--- config.mk ---
export PLATFORM = sky130hd
export DESIGN_NAME = dac_tx
export DESIGN_NICKNAME = d
export VERILOG_FILES = /design/src/rtl/dac_tx_pkg.sv /design/src/rtl/dac_tx_piso_shift.sv /design/src/rtl/dac_tx.sv
export SDC_FILE = /design/constraint.sdc
export NUM_CORES = 1
export LEC_CHECK = 0
export ABC_AREA = 1
export CAP_MARGIN = 20
export CORE_ASPECT_RATIO = 0.5
export CORE_MARGIN = 1.5
export CORE_UTILIZATION = 40
export CTS_CLUSTER_DIAMETER = 30
export DETAILED_ROUTE_END_ITERATION = 12
export DONT_BUFFER_PORTS = 1
export PLACE_DENSITY = 0.64
export SYNTH_ARGS = -nofsm -noshare
export SYNTH_HDL_FRONTEND = slang
export SYNTH_SLANG_ARGS = --single-unit
--- constraint.sdc ---
create_clock -name sclk -period 3.1 [get_ports sclk]
set_input_delay 0.62 -clock sclk [delete_from_list [all_inputs] [get_ports sclk]]
set_output_delay 0.62 -clock sclk [all_outputs]
set_load 0.02 [all_outputs]
--- src/rtl/dac_tx_pkg.sv ---
// Shared definitions for the serial DAC transmitter: frame geometry,
// FSM state encoding and the frame-assembly helper.
package dac_tx_pkg;

    // Frame geometry: command nibble followed by the 12-bit sample.
    localparam int FRAME_BITS = 16;
    localparam int DATA_BITS  = 12;
    localparam int CTRL_W     = FRAME_BITS - DATA_BITS;

    // Width of the bit and quiet counters (bit counter spans 15..0).
    localparam int CNT_W = 4;

    // Transmitter states. Code 2'b11 is unused and recovers to IDLE.
    typedef enum logic [1:0] {
        ST_IDLE  = 2'b00,
        ST_SHIFT = 2'b01,
        ST_QUIET = 2'b10
    } dac_state_e;

    // Assemble an on-wire frame, command nibble in the MSBs.
    function automatic logic [FRAME_BITS-1:0] build_frame(
        input logic [CTRL_W-1:0]    ctrl,
        input logic [DATA_BITS-1:0] data
    );
        return {ctrl, data};
    endfunction

endpackage : dac_tx_pkg

--- src/rtl/dac_tx_piso_shift.sv ---
// 16-bit parallel-in / serial-out shift register. Loads a whole frame,
// then shifts left one bit per enabled edge; the MSB drives sout.
module piso_shift
    import dac_tx_pkg::*;
(
    input  logic                  sclk,
    input  logic                  reset,
    input  logic                  load,
    input  logic                  shift,
    input  logic [FRAME_BITS-1:0] pdata,
    output logic                  sout
);

    logic [FRAME_BITS-1:0] shreg_q;

    // Frame register: load takes priority over shift; zeros fill from the right.
    // NOTE: sequential state uses non-blocking (<=) so every flop samples
    // pre-edge values regardless of block evaluation order.
    always_ff @(posedge sclk or posedge reset) begin
        if (reset) begin
            shreg_q <= '0;
        end else if (load) begin
            shreg_q <= pdata;
        end else if (shift) begin
            shreg_q <= {shreg_q[FRAME_BITS-2:0], 1'b0};
        end
    end

    assign sout = shreg_q[FRAME_BITS-1];

endmodule : piso_shift

--- src/rtl/dac_tx.sv ---
// Serial DAC transmitter. Sends 16-bit frames {CTRL_BITS, din} MSB first
// under an active-low chip select, separates frames by QUIET_CYCLES sclk
// cycles of cs_n high, and buffers one pending sample in a hold register
// so a start arriving mid-frame is launched straight after the gap.
module dac_tx
    import dac_tx_pkg::*;
#(
    parameter logic [CTRL_W-1:0] CTRL_BITS    = 4'b0000,
    parameter int unsigned       QUIET_CYCLES = 2        // legal 1..15
)
(
    input  logic                 sclk,
    input  logic                 reset,
    input  logic                 start,
    input  logic [DATA_BITS-1:0] din,
    output logic                 ready,
    output logic                 busy,
    output logic                 cs_n,
    output logic                 sdout,
    output logic                 done
);

    // State register is plain logic so the unused code 2'b11 is representable
    // and can be steered back to IDLE.
    localparam logic [1:0] S_IDLE  = ST_IDLE;
    localparam logic [1:0] S_SHIFT = ST_SHIFT;
    localparam logic [1:0] S_QUIET = ST_QUIET;

    localparam logic [CNT_W-1:0] BIT_LAST   = CNT_W'(FRAME_BITS - 1);
    localparam logic [CNT_W-1:0] QUIET_LAST = CNT_W'(QUIET_CYCLES - 1);

    logic [1:0]            state_q,      state_d;
    logic [CNT_W-1:0]      bit_cnt_q,    bit_cnt_d;
    logic [CNT_W-1:0]      quiet_cnt_q,  quiet_cnt_d;
    logic [FRAME_BITS-1:0] hold_q,       hold_d;
    logic                  hold_valid_q, hold_valid_d;
    logic                  done_q,       done_d;

    logic                  sr_load;
    logic                  sr_shift;
    logic [FRAME_BITS-1:0] sr_pdata;
    logic                  sr_sout;

    logic [FRAME_BITS-1:0] din_frame;
    logic                  accept;

    assign din_frame = build_frame(CTRL_BITS, din);

    // A start is taken only while the hold register is empty.
    assign accept = start & ~hold_valid_q;

    // Next-state logic: frame launch, bit/quiet counting and hold management.
    // NOTE: every signal assigned here gets a default first, so no path
    // leaves a value unassigned and no latch is inferred.
    always_comb begin
        state_d      = state_q;
        bit_cnt_d    = bit_cnt_q;
        quiet_cnt_d  = quiet_cnt_q;
        hold_d       = hold_q;
        hold_valid_d = hold_valid_q;
        done_d       = 1'b0;
        sr_load      = 1'b0;
        sr_shift     = 1'b0;
        sr_pdata     = din_frame;

        case (state_q)
            S_IDLE: begin
                if (accept) begin
                    state_d   = S_SHIFT;
                    sr_load   = 1'b1;
                    sr_pdata  = din_frame;
                    bit_cnt_d = BIT_LAST;
                end
            end

            S_SHIFT: begin
                // A start during the frame is parked for the next launch.
                if (accept) begin
                    hold_d       = din_frame;
                    hold_valid_d = 1'b1;
                end
                if (bit_cnt_q == '0) begin
                    state_d     = S_QUIET;
                    done_d      = 1'b1;
                    quiet_cnt_d = QUIET_LAST;
                end else begin
                    sr_shift  = 1'b1;
                    bit_cnt_d = bit_cnt_q - 1'b1;
                end
            end

            S_QUIET: begin
                if (quiet_cnt_q == '0) begin
                    if (hold_valid_q) begin
                        // Held frame goes first; ready rises on this same edge.
                        state_d      = S_SHIFT;
                        sr_load      = 1'b1;
                        sr_pdata     = hold_q;
                        bit_cnt_d    = BIT_LAST;
                        hold_d       = '0;
                        hold_valid_d = 1'b0;
                    end else if (accept) begin
                        state_d   = S_SHIFT;
                        sr_load   = 1'b1;
                        sr_pdata  = din_frame;
                        bit_cnt_d = BIT_LAST;
                    end else begin
                        state_d = S_IDLE;
                    end
                end else begin
                    quiet_cnt_d = quiet_cnt_q - 1'b1;
                    if (accept) begin
                        hold_d       = din_frame;
                        hold_valid_d = 1'b1;
                    end
                end
            end

            default: begin
                state_d = S_IDLE;
            end
        endcase
    end

    // Control registers; reset abandons any frame and drops the held sample.
    // NOTE: the hold register is reset along with the control flops because a
    // stale held frame must never launch after reset.
    always_ff @(posedge sclk or posedge reset) begin
        if (reset) begin
            state_q      <= S_IDLE;
            bit_cnt_q    <= '0;
            quiet_cnt_q  <= '0;
            hold_q       <= '0;
            hold_valid_q <= 1'b0;
            done_q       <= 1'b0;
        end else begin
            state_q      <= state_d;
            bit_cnt_q    <= bit_cnt_d;
            quiet_cnt_q  <= quiet_cnt_d;
            hold_q       <= hold_d;
            hold_valid_q <= hold_valid_d;
            done_q       <= done_d;
        end
    end

    piso_shift u_piso_shift (
        .sclk  (sclk),
        .reset (reset),
        .load  (sr_load),
        .shift (sr_shift),
        .pdata (sr_pdata),
        .sout  (sr_sout)
    );

    // Outputs decode straight from the state register, so reset raises cs_n
    // without waiting for an edge.
    assign ready = ~hold_valid_q;
    assign busy  = (state_q != S_IDLE);
    assign cs_n  = (state_q != S_SHIFT);
    assign sdout = (state_q == S_SHIFT) & sr_sout;
    assign done  = done_q;

endmodule : dac_tx

======== Word-level counts from Yosys, hierarchy flattened ========
Cells that the tools add are included.
operators by class
  multiplexer cells ....................... 34
  reduce and logical (&&, ||, !) cells .... 11
  eq/ne operators ......................... 9
  add/sub/neg operators ................... 2
  bitwise logic cells ..................... 3
operators by type and width
  cell                                                                     number
  16-bit two-way mux                                                       8
  16-bit one-hot mux with 2 select lines                                   1
  4-bit two-way mux                                                        6
  4-bit one-hot mux with 3 select lines                                    1
  1-bit two-way mux                                                        11
  2-bit inequality test, second input constant                             5
  3-bit AND reduction                                                      3
  4-bit zero test                                                          2
  4-bit one-hot mux with 2 select lines                                    1
  4-bit by 1-bit subtractor with 4-bit output, second input constant       2
  2-bit two-way mux                                                        3
  2-bit one-hot mux with 3 select lines                                    1
  2-bit nonzero test                                                       3
  1-bit one-hot mux with 2 select lines                                    2
  3-bit inequality test, second input constant                             1
  3-bit nonzero test                                                       1
  1-bit bitwise AND                                                        2
  2-bit by 1-bit equality test with 1-bit output, second input constant    1
  2-bit equality test, second input constant                               1
  2-bit zero test                                                          1
  2-bit by 1-bit inequality test with 1-bit output, second input constant  1
  2-bit AND reduction                                                      1
  1-bit inverter                                                           1
storage, ports and cells
  word-level logic and storage cells ...... 66
  input port bits ......................... 15
  output and inout port bits .............. 5
  register bits after elaboration ......... 44

======== Longest topological paths before layout ========
Gate-level depths: netlist of the first run.
  depth after elaboration ................. 7
  mapped depth ............................ 12
  mapped depth without buffers ............ 10

======== By module ========
From an unflattened synthesis of the first run, not the netlist that was laid out.
unflattened totals
  cells, all modules ...................... 367
  area, all modules ....................... 2776.4 um^2
modules (own cells, without submodules)
  module      cells an instance  seq. area each (um^2)  instances  area each (um^2)
  dac_tx      279                700.7                  1          2020.7
  piso_shift  88                 400.4                  1          755.7

======== Worst setup path after synthesis of the first run ========
No wires, ideal clock.
  path type ............................... register to register
  start ................................... register state_q[0]
  end ..................................... register u_piso_shift.shreg_q[3]
  period minus slack after synthesis ...... 1.590 ns
  setup time .............................. 0.116 ns
  path slack .............................. 1.510 ns
  data arrival time ....................... 1.473 ns
  stages on the path, launching flop included .. 12
  data required time ...................... 2.984 ns
  buffers on the path ..................... 2
  cell sequence ........................... dfrtp_1 -> inv_1 -> ha_1 -> buf_4 -> nand2_4 -> inv_1 -> nand3_2 -> buf_2 -> o21ai_0 -> nand2_1 -> nand2_1 -> nand2_1
on the way
  longest elaborated chain between the ends .. 3
  elaborated cells on any way between the ends .. 8
  those cells by class .................... 2 x eq/ne; 4 x mux; 2 x reduce/logical
RTL lines
  what                                                             line                     source
  from (decl)                                                      dac_tx.sv:32             logic [1:0] state_q, state_d;
  from (signal assigned)                                           dac_tx.sv:137            state_q <= state_d;
  2-bit equality test (tied with other cells)                      dac_tx.sv:66             case (state_q)
  1-bit one-hot mux with 2 select lines (tied with other cells)    dac_tx.sv:66
  16-bit two-way mux / 2-bit nonzero test (equally long branches)  -
  to (signal assigned)                                             dac_tx_piso_shift.sv:23  shreg_q <= pdata;
  to (signal assigned)                                             dac_tx_piso_shift.sv:25  shreg_q <= {shreg_q[FRAME_BITS-2:0], 1'b0};
  to (decl)                                                        dac_tx_piso_shift.sv:14  logic [FRAME_BITS-1:0] shreg_q;
Several ways; a longest one is shown, not always the timed one.
A chain may end at the register's enable or synchronous reset.

======== Worst setup path in the final report of the first run ========
  start ................................... register state_q[0]
  end ..................................... register u_piso_shift.shreg_q[5]
The elaborated chain is that of the path after synthesis.

==> flow_metrics.py, run 1 <==
metrics = {
    "routing": {
        "vias_per_cell": 4.929,
        "num_vias": 2356,
        "wl_per_cell_um": 12.72,
        "wl_um": 6080,
        "ant_nets": 0,
        "dr.pass1.iters": 4,
        "drc": 0,
        "drt_iter0_markers": 180,
    },
    "finish": {
        "antenna_cells": 0,
        "syn_to_final_growth_pct": 5.960,
        "mostFrequentLayoutCell": "nand2_1",
        "layout-drive-gt1-share_pct": 7.772,
        "fin_nets": 408,
        "final_cell_mix": "149 x nand2_1, 49 x o21ai_0, 44 x dfrtp_1",
    },
    "setup_path": {
        "criticalPathCategory": "reg -> reg",
        "worst_path_largest_cell_delay_ps": 560,
        "crit_path_frequent_cell": "nand2_1",
        "crit_slowest_cell": "ha_1",
        "cp.required_ps": 3290,
        "arrival_ps": 2580,
        "cp-end-kind": "flip-flop",
        "cp_cell_sequence": "inv_1 > ha_1 > nand2_4 > inv_1 > nand3_2 > o21ai_0 > nand2_1 > nand2_1 > nand2_1",
        "critPathMaxFanout": 25,
        "start_kind": "flip-flop",
    },
    "die": {
        "core_mm2": 0.006674,
        "die_x_um": 120.3,
        "initial_utilization_pct": 41.21,
        "ios": 20,
        "die_y_um": 61.63,
        "num_rows": 21,
        "die_area_mm2": 0.007412,
    },
    "clocking": {
        "ctsResizeCount": 0,
        "root_buffer": "clkbuf_16",
        "cts.sinks": 44,
        "cts_setup_buffers": 0,
        "cts_buffers": 5,
        "htree_levels": 2,
        "cts_buffer_depth": 2,
        "ctsHoldBuffers": 0,
        "cts_tree": "done",
        "clk_pin_slew_ps": 60,
        "clk_latency_ps": 290,
    },
    "flow_run": {
        "drv_cap": 0,
    },
    "place": {
        "portBuffers": 0,
        "place.gp.congestion": 0.8320,
        "hpwl_um": 4247,
        "dp_slack_ps": 688.8,
    },
    "sta": {
        "tns_ps": 0,
        "worst_slew_pin_slew_ps": 948.4,
        "setup_ws_ps": 706.1,
        "fmax_mhz": 417.7,
        "fin_worst_skew_ps": 4.650,
        "period_share_pct": 77.22,
        "min_period_ps": 2394,
        "hold_violations": 0,
        "rsz0062_at_grt": "false",
        "setup_viol": 0,
        "slew_violations": 0,
        "relSlewSlack_pct": 36.68,
    },
    "global_route": {
        "grt_pass1_vias": 2084,
        "grt_pass1_wl_um": 9970,
        "overflow": 0,
        "grtUsageTotal_pct": 17.45,
        "grt_max_degree": 45,
        "antenna_found_initial": 0,
    },
    "synthesis": {
        "ys_warn_count": 0,
        "synth_fp_nets": 418,
        "synthCells": 395,
        "synth-seq-cells": 44,
        "synth_cell_types": 26,
        "synthesis.area_mm2": 0.002750,
        "yosysSeqAreaShare_pct": 40.04,
        "syn_avg_cell_area_um2": 6.962,
    },
    "status": {
        "outcome": "finished, final reports clean",
    },
    "pwr": {
        "ir_drop_mv": 0.1759,
        "p_leak_nw": 1.536,
        "p_per_area_mw_per_mm2": 385.1,
    },
    "min_path": {
        "min_path_type": "in -> async",
    },
}
==> through the flow <==
step           std cells  hold slack [ps]  util, %  instance area, um2  power, mW
2_1_floorplan        395            449.2        -                2750     0.6024
3_3_place_gp         470            461.8    41.51                2770     0.6100
3_5_place_dp         470            469.1    41.51                2770     0.6097
4_1_cts              478            466.9    43.66                2914      1.144
5_1_grt              478            497.5    43.66                2914      1.165
6_report             478            424.3    43.66                2914      1.122
==> Yosys cell counts <==
library cell / number / area share [%]
a21oi_1: 6 / 1.1
buf_2: 10 / 1.8
buf_4: 3 / 0.82
buf_6: 1 / 0.41
clkbuf_1: 3 / 0.41
dfrtp_1: 44 / 40
ha_1: 8 / 3.6
inv_1: 44 / 6.0
inv_2: 8 / 1.1
nand2_1: 149 / 20
nand2_2: 4 / 0.91
nand2_4: 3 / 1.2
nand3_1: 40 / 7.3
nand3_2: 1 / 0.36
nand4_1: 1 / 0.23
nor2_1: 6 / 0.82
nor2_2: 1 / 0.23
nor2_4: 2 / 0.82
o211ai_1: 6 / 1.6
o21ai_0: 49 / 8.9
o21ai_1: 1 / 0.18
o21ai_4: 1 / 0.59
o31ai_1: 1 / 0.27
or2_2: 1 / 0.23
xnor2_1: 1 / 0.32
xor2_1: 1 / 0.32
==> kinds of logic (layout without fill, tap and decap cells) <==
group	Yosys count	after routing	share of synthesized area, %
adders and majority gates	8	8	3.640
buffers and inverters	69	60	10.56
AOI/OAI and AO/OA	64	64	12.69
and+or+nand+nor	208	208	32.44
xor gates and xnor gates	2	2	0.6371
DFF	44	44	40.04
==> layer usage <==
layer / share of wire (%) / global-route usage, % / up-vias / wire (um)
met3: 4.0 / 4.907 / 5 / 243
met4: 0.84 / 4.538 / 0 / 51
met2: 45 / 28.16 / 36 / 2711
met1: 51 / 23.64 / 1089 / 3075
met5: 0 / 0 / - / 0
li1: - / - / 1226 / -
==> flip-flops by register name (all words and copies together) (netlist names) <==
register / count
done: 1
u_piso_shift.shreg_q: 16
hold_valid_q: 1
state_q: 2
hold_q: 16
quiet_cnt_q: 4
bit_cnt_q: 4
==> layout make-up <==
class | count | area (um2)
flip-flops and latches | 44 | 1101
well taps | 92 | 115.1
fillers | 701 | 3760
clock inverters | 3 | 18.77
clock buffers | 5 | 125.1
inverters | 52 | 195.2
multi-input cells | 282 | 1359
==> critical path, delay by kind of cell (launching register included) <==
| family | cells | cell delay (ps) |
|---|---|---|
| AND/OR/NAND/NOR | 5 | 760 |
| AO/OA/AOI/OAI | 1 | 300 |
| flip-flops | 1 | 410 |
| buffers and inverters | 2 | 240 |
| adder cells (fa/ha/maj) | 1 | 560 |
==> worst paths after layout <==
| check | cells past startpoint | startpoint | slack (ps) | to |
|---|---|---|---|---|
| setup / recovery | 9 | state_q[0]$_DFFE_PP0P_ | 710 | u_piso_shift.shreg_q[5]$_DFFE_PP0P_ |
| hold / removal | 1 | reset | 420 | done$_DFF_PP0_ |
| setup reg to reg | 9 | state_q[0]$_DFFE_PP0P_ | 710 | u_piso_shift.shreg_q[5]$_DFFE_PP0P_ |
| hold reg to reg | 2 | u_piso_shift.shreg_q[5]$_DFFE_PP0P_ | 480 | u_piso_shift.shreg_q[5]$_DFFE_PP0P_ |
| max in group asynchronous | 1 | reset | 2090 | hold_q[5]$_DFFE_PP0P_ |
| min in group sclk | 2 | u_piso_shift.shreg_q[5]$_DFFE_PP0P_ | 480 | u_piso_shift.shreg_q[5]$_DFFE_PP0P_ |
==> where the power goes <==
group	total (mW)	internal [mW]	switching [mW]
sequential	0.574	0.574	0
combinational	0.0232	0.00434	0.0188
clock	0.525	0.297	0.228
(Power assumes the default switching activity.)
==> inputs of run 2 (changes only) <==
PLACE_DENSITY = 0.66   (was 0.64)
clock period = 2.2 ns   (was 3.1 ns; I/O delays follow)
==> run 2 against run 1 <==
Core utilization increased by 1.5 points. Maximum frequency increased by 25%. Clock skew decreased by 2.2 ps. Routed wire length increased by 2.9%. Register-to-register slack got worse by 420 ps. Sequential power increased by 41%. Critical endpoint is now u_piso_shift.shreg_q[11]$_DFFE_PP0P_. Largest power group is now clock.
==> flow_metrics.py, run 2 (synthesis results as in run 1) <==
metrics = {
    "finish": {
        "layout-drive-gt1-share_pct": 9.873,
        "final_cell_mix": "149 x nand2_1, 49 x o21ai_0, 44 x dfrtp_1",
        "top_regs": "hold_q (16), u_piso_shift.shreg_q (16)",
        "syn_to_final_growth_pct": 9.645,
        "fin_nets": 417,
        "register_area_mm2": 0.001101,
        "multiInputGateArea_mm2": 0.001359,
        "n_fill_cell": 671,
        "antenna_cells": 0,
        "mostFrequentLayoutCell": "nand2_1",
    },
    "setup_path": {
        "cp_cell_sequence": "inv_1 > ha_1 > buf_4 > inv_2 > nor2_2 > nand2_2 > nand2_4 > inv_2 > nand3_1 > nand3_1",
        "cp-end-kind": "flip-flop",
        "cp.required_ps": 2360,
        "critPathMaxFanout": 14,
        "criticalPathCategory": "reg -> reg",
        "crit_slowest_cell": "dfrtp_1",
        "r2r-end": "u_piso_shift.shreg_q[11]$_DFFE_PP0P_",
        "r2r_start": "state_q[0]$_DFFE_PP0P_",
        "startpoint": "state_q[0]$_DFFE_PP0P_",
        "arrival_ps": 2070,
        "rrSetupSlack_ps": 290,
        "start_kind": "flip-flop",
        "worst_path_largest_cell_delay_ps": 410,
        "reg2reg_depth": 10,
    },
    "global_route": {
        "grt_pass1_vias": 2076,
        "grtUsageTotal_pct": 18.04,
        "grt_util_met2_pct": 28.65,
        "use_met1_pct": 24.90,
        "overflow": 0,
        "gr-max-usage-layer": "met2",
        "grt_max_degree": 31,
        "grt.met3_usage_pct": 4.630,
        "grt_pass1_wl_um": 10260,
        "antenna_found_initial": 0,
    },
    "clocking": {
        "cts_buffers": 5,
        "clk_pin_slew_ps": 60,
        "htree_levels": 2,
        "cts_buffer_depth": 2,
        "root_buffer": "clkbuf_16",
        "cts.sinks": 44,
        "ctsHoldBuffers": 0,
        "clk_latency_ps": 280,
        "cts_setup_buffers": 0,
        "cts_tree": "done",
        "ctsResizeCount": 0,
    },
    "place": {
        "place.gp.congestion": 0.8311,
        "hpwl_um": 4457,
        "portBuffers": 0,
    },
    "routing": {
        "wl_um": 6258,
        "drt_iter0_markers": 153,
        "ant_nets": 0,
        "dr.pass1.iters": 5,
        "num_vias": 2420,
        "drc": 0,
        "wl_per_cell_um": 12.85,
        "vias_per_cell": 4.969,
    },
    "die": {
        "initial_utilization_pct": 41.21,
        "die_x_um": 120.3,
        "ios": 20,
        "num_rows": 21,
        "die_area_mm2": 0.007412,
        "die_y_um": 61.63,
        "core_mm2": 0.006674,
    },
    "status": {
        "outcome": "finished, final reports clean",
    },
    "sta": {
        "setup_viol": 0,
        "min_period_ps": 1915,
        "rsz0062_at_grt": "false",
        "fin_hold_ws_ps": 29.28,
        "period_share_pct": 87.03,
        "fin_worst_skew_ps": 2.431,
        "slew_violations": 0,
        "tns_ps": 0,
        "hold_violations": 0,
        "worst_slew_pin_slew_ps": 495.9,
        "relSlewSlack_pct": 66.82,
        "fmax_mhz": 522.3,
    },
    "min_path": {
        "min_path_type": "in -> async",
    },
    "pwr": {
        "pwr-share-comb_pct": 2.1,
        "sw_frac_of_total_pct": 20.04,
        "seqPwrFrac_pct": 46.7,
        "ir_drop_mv": 0.2601,
        "p_clk_share_pct": 51.3,
        "p_int_mw": 1.386,
        "p_per_area_mw_per_mm2": 574.9,
        "p_leak_nw": 1.592,
        "p_switching_mw": 0.3473,
    },
    "flow_run": {
        "drv_cap": 0,
    },
}
-- run 2: changes by cell type in the layout (fill, tap and decap cells not counted) --
cell,before,now
clkinv_2,2,0
bufinv_16,0,1
clkbuf_8,0,1
buf_4,0,9
-- run 2: metrics by stage --
| step | instance area [um2] | instances | power (mW) | worst slack, ps | util (%) |
|---|---|---|---|---|---|
| after floorplan | 2750 | 395 | 0.8488 | 610.2 | - |
| after global placement | 2838 | 479 | 0.8614 | 328.0 | 42.52 |
| after detailed placement | 2838 | 479 | 0.8613 | 288.0 | 42.52 |
| after CTS | 3015 | 487 | 1.752 | 282.0 | 45.18 |
| after global routing | 3015 | 487 | 1.788 | 85.46 | 45.18 |
| final | 3015 | 487 | 1.734 | 285.4 | 45.18 |
-- run 2: routing by layer --
metal  up-vias  part of all wire (%)
li1       1240                     -
met4         0                  0.35
met2        52                    45
met1      1126                    50
met5         -                     0
met3         2                   5.1
-- run 2: final cells by class --
type | instances | share of cell area, %
well taps | 92 | 3.817
inverters | 52 | 6.473
flip-flops and latches | 44 | 36.51
clock inverters | 2 | 1.286
clock buffers | 6 | 4.606
repair buffers | 9 | 2.241
multi-input cells | 282 | 45.06
-- run 2: power by group through the flow --
| stage | Combinational [mW] | Clock [mW] | Sequential, mW |
|---|---|---|---|
| floorplan | 0.0247 | 0 | 0.824 |
| global placement | 0.0373 | 0 | 0.824 |
| detailed placement | 0.0372 | 0 | 0.824 |
| CTS | 0.0375 | 0.906 | 0.809 |
| global route | 0.0426 | 0.937 | 0.808 |
| finish | 0.0357 | 0.889 | 0.809 |
-- run 2: worst max-delay path by stage --
stage / slack [ps] / to / depth (start not counted)
after floorplan: 610 / u_piso_shift.shreg_q[3]$_DFFE_PP0P_ / 11
after global placement: 330 / hold_q[2]$_DFFE_PP0P_ / 9
after detailed placement: 290 / hold_q[2]$_DFFE_PP0P_ / 9
after CTS: 280 / u_piso_shift.shreg_q[11]$_DFFE_PP0P_ / 10
after global routing: 90 / u_piso_shift.shreg_q[2]$_DFFE_PP0P_ / 9
final: 290 / u_piso_shift.shreg_q[11]$_DFFE_PP0P_ / 10
-- run 2: critical path, delay by kind of cell, from the launching register on --
family	cells	cell delay (ps)
AND/OR/NAND/NOR	5	630
buffers and inverters	4	540
adder cells (fa/ha/maj)	1	210
flip-flops	1	410
==> inputs of run 3 (changes only) <==
SKIP_LAST_GASP = 1   (was unset)
==> results of run 3 <==
Final layout, timing and power as in run 2 (identical DEF).
